$ cat config.mk
export PLATFORM = sky130hd
export DESIGN_NAME = sumador_segmentado
export DESIGN_NICKNAME = d
export VERILOG_FILES = /design/src/rtl/sumador_pkg.sv /design/src/rtl/sumador_tramo.sv /design/src/rtl/sumador_segmentado.sv
export SDC_FILE = /design/constraint.sdc
export NUM_CORES = 1
export LEC_CHECK = 0
export ABC_AREA = 1
export BUFFER_PORTS_ARGS = -buffer_cell sky130_fd_sc_hd__buf_4
export CAP_MARGIN = 20
export CORE_ASPECT_RATIO = 0.9
export CORE_UTILIZATION = 30
export DETAILED_ROUTE_END_ITERATION = 6
export PLACE_DENSITY = 0.53
export SLEW_MARGIN = 20
export SYNTH_ARGS = -nofsm -noshare
export SYNTH_HDL_FRONTEND = slang
export SYNTH_SLANG_ARGS = --single-unit
$ cat constraint.sdc
create_clock -name clk -period 6.3 [get_ports clk]
set_input_delay 0.315 -clock clk [delete_from_list [all_inputs] [get_ports clk]]
set_output_delay 0.315 -clock clk [all_outputs]
set_load 0.005 [all_outputs]
$ cat src/rtl/sumador_pkg.sv
// Shared opcodes and parameter sanity check for the pipelined adder/subtractor.
package sumador_pkg;

   localparam logic OP_ADD = 1'b0;
   localparam logic OP_SUB = 1'b1;

   // True when the operand width splits into equal, non-empty slices.
   function automatic logic slices_ok(input int width, input int stages);
      if (stages < 1 || stages > width || width < 2) return 1'b0;
      return (width % stages) == 0;
   endfunction

endpackage

$ cat src/rtl/sumador_tramo.sv
// Combinational W-bit slice adder; also reports the carry into its MSB for overflow detection.
module sumador_tramo #(
   parameter int W = 8
) (
   input  logic [W-1:0] a,
   input  logic [W-1:0] b,
   input  logic         ci,
   output logic [W-1:0] s,
   output logic         co,
   output logic         c_msb
);

   logic [W:0] sum;

   assign sum   = {1'b0, a} + {1'b0, b} + {{W{1'b0}}, ci};
   assign s     = sum[W-1:0];
   assign co    = sum[W];
   // Carry into the MSB recovered from the MSB sum bit.
   assign c_msb = a[W-1] ^ b[W-1] ^ s[W-1];

endmodule

$ cat src/rtl/sumador_segmentado.sv
// Pipelined add/sub: the carry ripples one WIDTH/STAGES slice per clock, with valid/ready backpressure.
module sumador_segmentado
   import sumador_pkg::*;
#(
   parameter int WIDTH  = 32,
   parameter int STAGES = 4
) (
   input  logic             clk,
   input  logic             reset,
   input  logic             in_valid,
   output logic             in_ready,
   input  logic [WIDTH-1:0] a,
   input  logic [WIDTH-1:0] b,
   input  logic             op,
   input  logic             cin,
   output logic             out_valid,
   input  logic             out_ready,
   output logic [WIDTH-1:0] s,
   output logic             cout,
   output logic             ovf,
   output logic             zero
);

   localparam int W    = WIDTH / STAGES;
   localparam int LAST = STAGES - 1;
   localparam logic [WIDTH-1:0] LOW_ONES = {WIDTH{1'b1}} >> (WIDTH - W);

   generate
      if (!slices_ok(WIDTH, STAGES)) begin : g_param_check
         $error("sumador_segmentado: WIDTH must be >= 2 and a multiple of STAGES");
      end
   endgenerate

   // Registered state after each stage: operands, partial result, carry, valid.
   logic [WIDTH-1:0] a_q [STAGES];
   logic [WIDTH-1:0] b_q [STAGES];
   logic [WIDTH-1:0] s_q [STAGES];
   logic             c_q [STAGES];
   logic             v_q [STAGES];
   logic             ovf_q;
   logic             zero_q;

   // Values presented to each stage's slice adder.
   logic [WIDTH-1:0] op_a   [STAGES];
   logic [WIDTH-1:0] op_b   [STAGES];
   logic [WIDTH-1:0] s_prev [STAGES];
   logic [WIDTH-1:0] s_next [STAGES];
   logic             ci     [STAGES];
   logic             v_in   [STAGES];
   logic [W-1:0]     slice_s  [STAGES];
   logic             slice_co [STAGES];
   logic             slice_cm [STAGES];
   logic             advance;

   // Handshake: a beat moves on an edge where valid && ready. advance = !out_valid || out_ready
   // is the single global enable; in_ready = advance (combinational from out_ready). When
   // advance is low every register, including the outputs, holds its value.
   assign advance   = !v_q[LAST] || out_ready;
   assign in_ready  = advance;
   assign out_valid = v_q[LAST];
   assign s         = s_q[LAST];
   assign cout      = c_q[LAST];
   assign ovf       = ovf_q;
   assign zero      = zero_q;

   genvar k;
   generate
      for (k = 0; k < STAGES; k++) begin : g_stage
         if (k == 0) begin : g_head
            // SUB is A + ~B + 1; cin only matters for ADD.
            assign op_a[k]   = a;
            assign op_b[k]   = (op == OP_SUB) ? ~b : b;
            assign ci[k]     = (op == OP_SUB) ? 1'b1 : cin;
            assign v_in[k]   = in_valid;
            assign s_prev[k] = '0;
         end else begin : g_body
            assign op_a[k]   = a_q[k-1];
            assign op_b[k]   = b_q[k-1];
            assign ci[k]     = c_q[k-1];
            assign v_in[k]   = v_q[k-1];
            assign s_prev[k] = s_q[k-1];
         end

         sumador_tramo #(.W(W)) u_tramo (
            .a     (op_a[k][k*W +: W]),
            .b     (op_b[k][k*W +: W]),
            .ci    (ci[k]),
            .s     (slice_s[k]),
            .co    (slice_co[k]),
            .c_msb (slice_cm[k])
         );

         assign s_next[k] = (s_prev[k] & ~(LOW_ONES << (k*W)))
                          | (WIDTH'(slice_s[k]) << (k*W));
      end
   endgenerate

   always_ff @(posedge clk or posedge reset) begin
      if (reset) begin
         for (int i = 0; i < STAGES; i++) begin
            v_q[i] <= 1'b0;
            a_q[i] <= '0;
            b_q[i] <= '0;
            s_q[i] <= '0;
            c_q[i] <= 1'b0;
         end
         ovf_q  <= 1'b0;
         zero_q <= 1'b0;
      end else if (advance) begin
         for (int i = 0; i < STAGES; i++) begin
            v_q[i] <= v_in[i];
            a_q[i] <= op_a[i];
            b_q[i] <= op_b[i];
            s_q[i] <= s_next[i];
            c_q[i] <= slice_co[i];
         end
         ovf_q  <= slice_cm[LAST] ^ slice_co[LAST];
         zero_q <= ~|s_next[LAST];
      end
   end

endmodule

==> results of run 1 <==
-- layer usage --
metal | vias to the layer above | track usage (%)
li1 | 3351 | -
met1 | 2888 | 21.7
met2 | 111 | 17.9
met3 | 13 | 2.82
met4 | 0 | 3.55
met5 | - | 0
-- sequential cells by signal, summed over array words and instances, names as in the netlist --
name	cells
s_prev	48
zero	1
c_q	3
a_q	48
ovf	1
cout	1
v_in	3
b_q	48
out_valid	1
s	32
-- power by group --
part / total, µW / switching, µW / leakage [µW] / internal (µW)
registers: 2020 / 301 / 0.00225 / 1720
logic: 1990 / 1190 / 0.00267 / 796
clock network: 1050 / 518 / 0.000273 / 529
-- tightest hold or removal path, stage by stage --
cell and delay [ns]:
buf_4 0.08, nand2_1 0.04, nand2_1 0.05
-- path summary, 6_finish.rpt --
path | end | cells past startpoint
max | s_prev[42] | 7
min | a_q[108] | 3
max reg2reg | s_prev[42] | 7
min reg2reg | out_valid | 2
max in group asynchronous | b_q[57] | 4
min in group asynchronous | a_q[126] | 3
-- cell families after synthesis --
kind of cell	count (synthesis)
fa+ha+maj	36
xor+xnor	40
flops	186
compound gates	165
simple gates	438
buf+inv	132
-- layout by cell type, fill, tap and decap left out --
| master | netlist | layout |
|---|---|---|
| dfrtp_1 | 186 | 186 |
| or2_4 | 0 | 1 |
| buf_4 | 0 | 109 |
| clkbuf_1 | 5 | 1 |
| nand3_1 | 34 | 34 |
| dlygate4sd3_1 | 0 | 1 |
| xnor2_1 | 22 | 22 |
| inv_8 | 0 | 5 |
| fa_1 | 8 | 8 |
| o21ai_0 | 100 | 100 |
| a21oi_1 | 23 | 23 |
| inv_1 | 86 | 85 |
| clkinvlp_4 | 0 | 3 |
| xor2_1 | 18 | 18 |
| nand4_1 | 13 | 13 |
| clkinv_4 | 0 | 2 |
| inv_6 | 1 | 3 |
| o2111ai_1 | 2 | 2 |
| a21boi_0 | 1 | 1 |
| nor2_1 | 25 | 25 |
| or2_2 | 2 | 2 |
| a21o_1 | 3 | 3 |
| o21ai_1 | 26 | 26 |
| o21bai_1 | 1 | 1 |
| nand2_1 | 359 | 359 |
| nor3_1 | 1 | 1 |
| buf_16 | 0 | 1 |
| ha_1 | 28 | 28 |
| a31oi_1 | 4 | 4 |
| o211ai_1 | 2 | 2 |
| clkbuf_16 | 0 | 17 |
| nand3b_1 | 3 | 3 |
| clkinv_8 | 0 | 3 |
| o21a_1 | 3 | 3 |
-- metrics by stage --
stage	cell area [µm²]	total power, µW	hold WS [ns]	cells
2_1_floorplan	8800	3430	0.420	997
3_3_place_gp	9770	4020	0.436	1457
3_5_place_dp	9770	4050	0.440	1457
4_1_cts	10400	5130	0.0633	1489
5_1_grt	10400	5540	0.0742	1491
6_report	10400	5060	0.0790	1491
-- final cells by class --
| cell class | count | area [µm²] | area share (%) |
|---|---|---|---|
| clock buffers | 18 | 429 | 4.13 |
| clock inverters | 14 | 151 | 1.46 |
| inverters | 87 | 339 | 3.26 |
| multi-input cells | 679 | 3470 | 33.4 |
| flip-flops and latches | 186 | 4650 | 44.8 |
| well taps | 396 | 495 | 4.77 |
| repair buffers | 111 | 856 | 8.24 |
==> results.ini, run 1 <==
[critical_path]
worst_r2r_startpoint=out_valid
cpMostUsedCell=o21ai_0
crit_path_cell_trace=inv_1 -> or2_4 -> inv_6 -> buf_4 -> a21oi_1 -> o21ai_0 -> o21ai_0
criticalPathCategory=register to register
startpoint_type=register
slowest_stage=buf_4
crit_path_start=out_valid
crit_family=buffers and inverters
crit_buf_inv=3
critical-path-max-stage-delay_ns=0.72
critPathArrivalTime_ns=3.00
rrSetupSlack_ns=3.59
cp_max_fo=121
cp-end-kind=register
cp.required_ns=6.59

[clock_network]
cts_buffers=17
cts_hold_buffers=0
clk_latency_ns=0.44
clockBufferDepth=2
clock-root-buffer=clkbuf_16
clkSlewWorstSetupHoldPaths_ns=0.07
post_cts_resized=0
cts_setup_buffers=0
cts_tree=yes
cts_max_level=4
clock-sinks=186

[timing]
fin_crit_sh_pct=43.0
rsz0062_at_grt=false
skew_ns=0.0128
max_slew_margin_pct=40.4
fin_tns_setup_ns=0
finalCriticalPeriod_ns=2.71
fmax_ghz=0.369
finalWorstSetupSlack_ns=3.59
tightest_slew_ns=0.893
slew_violations=0
finalHoldViolCount=0
setup_viol=0

[power]
vdd_ir_drop_max_mv=0.281
cellPowerDensity_mw_per_mm2=487
p_leak_uw=0.00520

[yosys]
yosysWarnings=0
yosys.area_share.adder_pct=5.80
syn-cell-area_mm2=0.00880
synth_top_cells_by_count=359 x nand2_1, 186 x dfrtp_1, 100 x o21ai_0, 86 x inv_1, 34 x nand3_1
synthTopCellsByArea=dfrtp_1 53%, nand2_1 15%, o21ai_0 5.7%
synth_cell_types=29
syn_inst=997
synth_mux_area_share_pct=0
synth_edf_count=0
synth_top_area_share_pct=52.9
ys_seq_area_share_pct=52.9
synth-simple-area-share_pct=19.8
ys_async_sr_fraction_pct=100
yosys_most_used_dff=dfrtp_1
synth_xor_area_share_pct=3.98
yosysMostFrequentCell=nand2_1
syn_avg_cell_area_um2=8.83
synth_top_family_by_area=simple AND/OR/NAND/NOR gates
synth_fp_nets=1103
synth.largest_area_cell=dfrtp_1
synth-seq-cells=186
synth-compound-area-share_pct=9.81

[placed_design]
dpl.hpwl_um=13200
io_buffers=106
gp_congestion=0.823
post-place-ws_ns=3.46

[finish]
n_antenna_cell=0
drive_above_1_share_pct=13.3
area_delta_synth_final_pct=18.0
fillers=2974
fin_nets=1188
final_util_pct=36.0

[routing]
drc_errors=0
ant_nets=0
wl_met2_um=7360
wirelength_um=19100
wl_per_cell_um=12.8
wl_met1_um=10800
drtPass1Iterations=4
drt_iter0_markers=436
vias=6363
avgViaCountPerCell=4.27
met3_length_um=738
highest_layer=met4

[min_path]
min_from=a[12]
hp-class=input pin to register

[global_route]
grt_use_total_pct=13.5
grt_pass1_vias=6131
antenna_found_initial=0
grt_pass1_wl_um=32200
overflow=0
grt_max_degree=141

[floorplanning]
dieArea_mm2=0.0300
die_x_um=183
boundaryPins=107
rows=59
coreArea_mm2=0.0289
die_h_um=165
initial_core_util_pct=30.5

[run_status]
status=finished clean

[flow_run]
maxCapViolations=0

No activity file was read; power rests on OpenSTA's default activity.
==> inputs of run 2 (changes only) <==
Settings changed: ABC_AREA 1 to 0.
Clock period 6.3 ns to 2.8 ns, I/O delays scaled along.
==> run 2 against run 1 <==
  * Combinational power is 110% higher
  * Largest power group unchanged
  * Critical path type unchanged
  * Maximum frequency is 3.8% higher
  * Synthesized cell count shrank 6.8%
==> results.ini, run 2 <==
[min_path]
min_from=b[15]  ; was a[12]
hold_path_depth=3  ; unchanged
hold_path_end=b_q[111]  ; was a_q[108]
hp-class=input pin to register  ; unchanged

[power]
p_leak_uw=0.00534  ; was 0.00520 µW
vdd_ir_drop_max_mv=0.391  ; was 0.281 mV
cellPowerDensity_mw_per_mm2=1050  ; was 487 mW/mm²

[finish]
mostFrequentLayoutCell=nand2_1  ; unchanged
final_util_pct=39.3  ; was 36.0%
fin_nets=1175  ; was 1,188
drive_above_1_share_pct=14.4  ; was 13.3%
n_antenna_cell=0  ; unchanged
fillers=2791  ; was 2,974
mostFrequentLayoutCells=429 x nand2_1, 186 x dfrtp_1, 113 x buf_4  ; was 359 x nand2_1, 186 x dfrtp_1, 109 x buf_4
area_delta_synth_final_pct=27.5  ; was 18.0%

[critical_path]
critical-path-max-stage-delay_ns=0.48  ; was 0.72 ns
cpMostUsedCell=fa_1  ; was o21ai_0
criticalPathCategory=register to register  ; unchanged
rrSetupSlack_ns=0.19  ; was 3.59 ns
reg2reg_to=zero  ; was s_prev[42]
cp.required_ns=3.17  ; was 6.59 ns
startpoint_type=register  ; unchanged
cp_max_fo=2  ; was 121
cp-end-kind=register  ; unchanged
slowest_stage=fa_1  ; was buf_4
r2r_cells=7  ; unchanged
worst_r2r_startpoint=a_q[56]  ; was out_valid
crit_path_cell_trace=fa_1 -> fa_1 -> nor4_1 -> nand4_1 -> or3b_1 -> and4b_1 -> a22o_2  ; was inv_1 -> or2_4 -> inv_6 -> buf_4 -> a21oi_1 -> o21ai_0 -> o21ai_0
critPathArrivalTime_ns=2.98  ; was 3.00 ns

[yosys]
syn_inst=929  ; was 997
synthTopCellsByArea=dfrtp_1 55%, nand2_1 19%, ha_1 4.2%  ; was dfrtp_1 53%, nand2_1 15%, o21ai_0 5.7%
syn_avg_cell_area_um2=9.03  ; was 8.83 µm²
yosysWarnings=0  ; unchanged
synth_fp_nets=1035  ; was 1,103
synth.largest_area_cell=dfrtp_1  ; unchanged
ys_async_sr_fraction_pct=100  ; unchanged
synth_top_area_share_pct=55.5  ; was 52.9%
yosys_most_used_dff=dfrtp_1  ; unchanged
ys_seq_area_share_pct=55.5  ; was 52.9%
synth-seq-cells=186  ; unchanged
yosysMostFrequentCell=nand2_1  ; unchanged
synth_cell_types=37  ; was 29
synth_top_cells_by_count=429 x nand2_1, 186 x dfrtp_1, 50 x o21ai_0, 34 x xnor2_1, 32 x clkbuf_1  ; was 359 x nand2_1, 186 x dfrtp_1, 100 x o21ai_0, 86 x inv_1, 34 x nand3_1
synth_edf_count=0  ; unchanged
syn-cell-area_mm2=0.00839  ; was 0.00880 mm²

[clock_network]
clk_latency_ns=0.44  ; about the same
post_cts_resized=0  ; unchanged
cts_buffers=17  ; unchanged
clock-sinks=186  ; unchanged
cts_max_level=4  ; unchanged
cts_hold_buffers=48  ; was 0
cts_setup_buffers=0  ; unchanged
clkSlewWorstSetupHoldPaths_ns=0.07  ; about the same
clock-root-buffer=clkbuf_16  ; unchanged
clockBufferDepth=2  ; unchanged
cts_tree=yes  ; unchanged

[timing]
fin_crit_sh_pct=93.3  ; was 43.0%
slew_violations=0  ; unchanged
finalHoldViolCount=0  ; unchanged
setup_viol=0  ; unchanged
skew_ns=0.0167  ; was 0.0128 ns
fin_tns_setup_ns=0  ; unchanged
finalCriticalPeriod_ns=2.61  ; was 2.71 ns
rsz0062_at_grt=false  ; unchanged
tightest_slew_ns=0.636  ; was 0.893 ns
fmax_ghz=0.383  ; was 0.369 GHz
max_slew_margin_pct=57.2  ; was 40.4%

[routing]
drc_errors=0  ; unchanged
highest_layer=met4  ; unchanged
wl_met1_um=10200  ; was 10,800 µm
met3_length_um=582  ; was 738 µm
wirelength_um=18900  ; was 19,100 µm
avgViaCountPerCell=4.37  ; was 4.27
ant_nets=0  ; unchanged
vias=6270  ; was 6,363
wl_per_cell_um=13.1  ; was 12.8 µm
drtPass1Iterations=4  ; unchanged
wl_met2_um=7930  ; was 7360 µm
drt_iter0_markers=419  ; was 436

[floorplanning]
die_x_um=178  ; was 183 µm
die_h_um=161  ; was 165 µm
initial_core_util_pct=30.8  ; was 30.5%
rows=57  ; was 59
boundaryPins=107  ; unchanged
dieArea_mm2=0.0287  ; was 0.0300 mm²
coreArea_mm2=0.0272  ; was 0.0289 mm²

[global_route]
grt_max_degree=143  ; was 141
grt_use_total_pct=14.2  ; was 13.5%
grt_pass1_wl_um=31900  ; was 32,200 µm
overflow=0  ; unchanged
grt_pass1_vias=6145  ; was 6,131
antenna_found_initial=0  ; unchanged

[run_status]
status=finished clean  ; unchanged

[placed_design]
dpl.hpwl_um=13000  ; was 13,200 µm
io_buffers=106  ; unchanged
gp_congestion=0.793  ; was 0.823

[flow_run]
maxCapViolations=0  ; unchanged

==> run 2: final cells by class <==
type	instances	area (µm²)	share of cell area [%]
Sequential cell	186	4650	43.5
Multi-Input combinational cell	678	3500	32.7
Timing Repair Buffer	166	1430	13.4
Tap cell	354	443	4.14
Clock buffer	17	425	3.98
Clock inverter	15	168	1.57
Inverter	20	81.3	0.760
==> run 2: logic make-up after synthesis <==
logic type	count (synthesis)	synth area share (%)
adders and majority gates	36	6.08
DFF	186	55.5
AOI/OAI and AO/OA	108	7.77
and+or+nand+nor	486	22.7
xor gates and xnor gates	48	5.01
buffers and inverters	65	2.95
==> run 2: layer usage <==
| metal | vias up | track usage [%] |
|---|---|---|
| met2 | 86 | 20.2 |
| met4 | 0 | 4.04 |
| li1 | 3254 | - |
| met3 | 17 | 2.82 |
| met1 | 2913 | 21.6 |
| met5 | - | 0 |
==> run 2: how the worst max path moves through the flow <==
stage	slack [ns]	startpoint	endpoint	depth (start not counted)
finish	0.19	a_q[56]	zero	7
CTS	0.17	a_q[56]	zero	8
floorplan	0.20	op	c_q[3]	11
detailed placement	0.19	a_q[56]	zero	8
global placement	0.26	a_q[56]	zero	8
global route	0.02	a_q[56]	zero	8
==> run 2: per-stage QoR <==
stage	total power (µW)	instance area [µm²]	std cells	hold WS, ns	setup slack (ns)
after floorplan	7370	8400	929	0.252	0.199
after global placement	8810	9630	1356	0.249	0.263
after detailed placement	8880	9630	1356	0.261	0.186
after CTS	11400	10700	1436	0.000441	0.174
after global routing	12300	10700	1436	0.0272	0.0164
final	11200	10700	1436	0.0172	0.187
==> run 2: critical path: cells and delay by family (launching register included) <==
family          cells  cell delay, ns
flops               1            0.40
simple gates        4            1.08
compound gates      1            0.12
fa+ha+maj           2            0.95
==> run 2: where the power goes <==
part	total [µW]	internal (µW)	switching, µW
registers	4630	3880	753
logic	4190	1870	2330
clock network	2400	1210	1190
total	11200	6950	4270
==> inputs of run 3 (changes only) <==
Settings changed: SYNTH_HIERARCHICAL from default to 1.
==> run 3 against run 2 <==
  * Sequential cell count unchanged
  * Clock-buffer cell count rose by 3
  * Via count grew 3.5%
  * Register-to-register slack gained 0.03 ns
  * Sequential share of layout area shrank 1.0 points
  * Cell count rose by 5.7%
  * Critical path depth rose by 2
  * First-iteration DRC count decreased by 3.1%
  * Setup slack improved by 0.033 ns
  * Clock power increased by 3%
  * Maximum frequency grew 1.3%
  * Highest routed layer unchanged
==> results.ini, run 3 <==
[run_status]
status=finished clean  ; unchanged

[floorplanning]
die_h_um=164  ; was 161 µm
dieArea_mm2=0.0300  ; was 0.0287 mm²
rows=59  ; was 57
initial_core_util_pct=30.4  ; was 30.8%
die_x_um=182  ; was 178 µm
boundaryPins=107  ; unchanged
coreArea_mm2=0.0289  ; was 0.0272 mm²

[finish]
mostFrequentLayoutCell=nand2_1  ; unchanged
drive_above_1_share_pct=15.4  ; was 14.4%
final_cell_area_mm2=0.0110  ; was 0.0107 mm²
fin_nets=1215  ; was 1,175
area_delta_synth_final_pct=24.6  ; was 27.5%
n_antenna_cell=0  ; unchanged
mostFrequentLayoutCells=516 x nand2_1, 186 x dfrtp_1, 112 x buf_4  ; was 429 x nand2_1, 186 x dfrtp_1, 113 x buf_4

[clock_network]
cts_tree=yes  ; unchanged
clock-root-buffer=clkbuf_16  ; unchanged
clockBufferDepth=2  ; unchanged
cts_buffers=17  ; unchanged
clock-sinks=186  ; unchanged
cts_max_level=4  ; unchanged
clkSlewWorstSetupHoldPaths_ns=0.07  ; about the same
clk_latency_ns=0.43  ; was 0.44 ns
cts_setup_buffers=0  ; unchanged

[timing]
fin_crit_sh_pct=92.1  ; was 93.3%
fin_tns_setup_ns=0  ; unchanged
slew_violations=0  ; unchanged
finalHoldViolCount=0  ; unchanged
skew_ns=0.0112  ; was 0.0167 ns
fmax_ghz=0.388  ; was 0.383 GHz
rsz0062_at_grt=false  ; unchanged
holdWs_ns=0.0143  ; was 0.0172 ns
finalWorstSetupSlack_ns=0.220  ; was 0.187 ns
finalCriticalPeriod_ns=2.58  ; was 2.61 ns
tightest_slew_ns=0.929  ; was 0.636 ns
max_slew_margin_pct=37.9  ; was 57.2%
setup_viol=0  ; unchanged

[placed_design]
place_area_mm2=0.00988  ; was 0.00963 mm²
io_buffers=106  ; unchanged
gp_congestion=0.776  ; was 0.793
post-place-ws_ns=0.237  ; was 0.186 ns
dpl.hpwl_um=13600  ; was 13,000 µm

[power]
p_sw_uw=4510  ; was 4270 µW
vdd_ir_drop_max_mv=0.479  ; was 0.391 mV
p_seq_share_pct=39.3  ; was 41.3%
p_leak_uw=0.00550  ; was 0.00534 µW
p_comb_share_pct=39.9  ; was 37.4%
swShare_pct=38.1  ; about the same
p_clk_share_pct=20.8  ; was 21.4%
cellPowerDensity_mw_per_mm2=1080  ; was 1050 mW/mm²
p_int_uw=7320  ; was 6950 µW

[routing]
drt_iter0_markers=406  ; was 419
wl_per_cell_um=12.8  ; was 13.1 µm
drc_errors=0  ; unchanged
wirelength_um=19500  ; was 18,900 µm
vias=6489  ; was 6,270
ant_nets=0  ; unchanged
avgViaCountPerCell=4.27  ; was 4.37
drtPass1Iterations=4  ; unchanged

[yosys]
syn_inst=972  ; was 929
syn_avg_cell_area_um2=9.04  ; was 9.03 µm²
syn-cell-area_mm2=0.00879  ; was 0.00839 mm²
yosysWarnings=6  ; was 0
synth_fp_nets=1078  ; was 1,035

[critical_path]
crit_path_start=a_q[56]  ; unchanged
worst_r2r_startpoint=a_q[56]  ; unchanged
criticalPathCategory=register to register  ; unchanged
cp.required_ns=3.13  ; was 3.17 ns
rrSetupSlack_ns=0.22  ; was 0.19 ns
crit_family=adder cells  ; was simple AND/OR/NAND/NOR gates
cp_max_fo=3  ; was 2
r2r_cells=9  ; was 7
critical-path-max-stage-delay_ns=0.50  ; was 0.48 ns
path_depth=9  ; was 7
crit_buf_inv=0  ; unchanged
critPathArrivalTime_ns=2.91  ; was 2.98 ns
endpoint=zero  ; unchanged
reg2reg_to=zero  ; unchanged
slowest_stage=fa_1  ; unchanged
cp-end-kind=register  ; unchanged
crit_path_cell_trace=fa_1 -> fa_1 -> a21oi_1 -> nor2b_1 -> a31oi_2 -> xnor2_1 -> nor4_1 -> nand4_1 -> o31ai_1  ; was fa_1 -> fa_1 -> nor4_1 -> nand4_1 -> or3b_1 -> and4b_1 -> a22o_2
cpMostUsedCell=fa_1  ; unchanged
startpoint_type=register  ; unchanged

[global_route]
antenna_found_initial=0  ; unchanged
grt_pass1_wl_um=32100  ; was 31,900 µm
grt_use_total_pct=13.6  ; was 14.2%
grt_max_degree=212  ; was 143
overflow=0  ; unchanged
grt_pass1_vias=6224  ; was 6,145

[min_path]
hp-class=input pin to register  ; unchanged

[flow_run]
maxCapViolations=0  ; unchanged

run 3: how the worst min path moves through the flow:
stage / end / cells after the start / startpoint / slack [ns]
floorplan: a_q[127] / 2 / a[31] / 0.25
global placement: a_q[107] / 3 / a[11] / 0.34
detailed placement: a_q[105] / 3 / a[9] / 0.34
CTS: b_q[116] / 3 / b[20] / 0.001
global route: b_q[113] / 3 / b[17] / 0.01
finish: b_q[116] / 3 / b[20] / 0.01
run 3: power groups by stage:
stage | sequential, µW | combinational (µW) | clock (µW)
after detailed placement | 4710 | 4740 | 0
after floorplan | 4490 | 3510 | 0
after global placement | 4670 | 4650 | 0
after global routing | 4810 | 5430 | 2640
after CTS | 4660 | 4800 | 2550
final | 4650 | 4720 | 2460
run 3: cell type report:
cell class	instances	area, µm²
Fill cell	2969	17900
Sequential cell	186	4650
Multi-Input combinational cell	726	3730
Timing Repair Buffer	163	1400
Tap cell	396	495
Clock buffer	20	467
Clock inverter	12	138
Inverter	15	62.6
run 3: tightest hold or removal path: stages:
cell and delay [ns]:
buf_4 0.08, xnor2_1 0.07, o21ai_1 0.11
run 3: per-layer routing:
metal	wire (µm)	up-vias	global-route usage (%)
li1	-	3363	-
met1	10100	3007	20.7
met2	8340	107	19.5
met3	854	12	2.56
met4	153	0	3.55
met5	0	-	0
run 3: through the flow:
stage	std cells	utilization (%)	total power, µW
after global placement	1440	34.2	9320
after detailed placement	1440	34.2	9450
after floorplan	972	-	8000
final	1518	37.9	11800
after CTS	1518	37.9	12000
after global routing	1518	37.9	12900
run 3: timing repair:
item,4_1_cts,5_1_grt
endpoints found under the setup margin,0,1
endpoints found under the hold margin,76,0
gates resized for setup,0,1
hold buffers,46,0
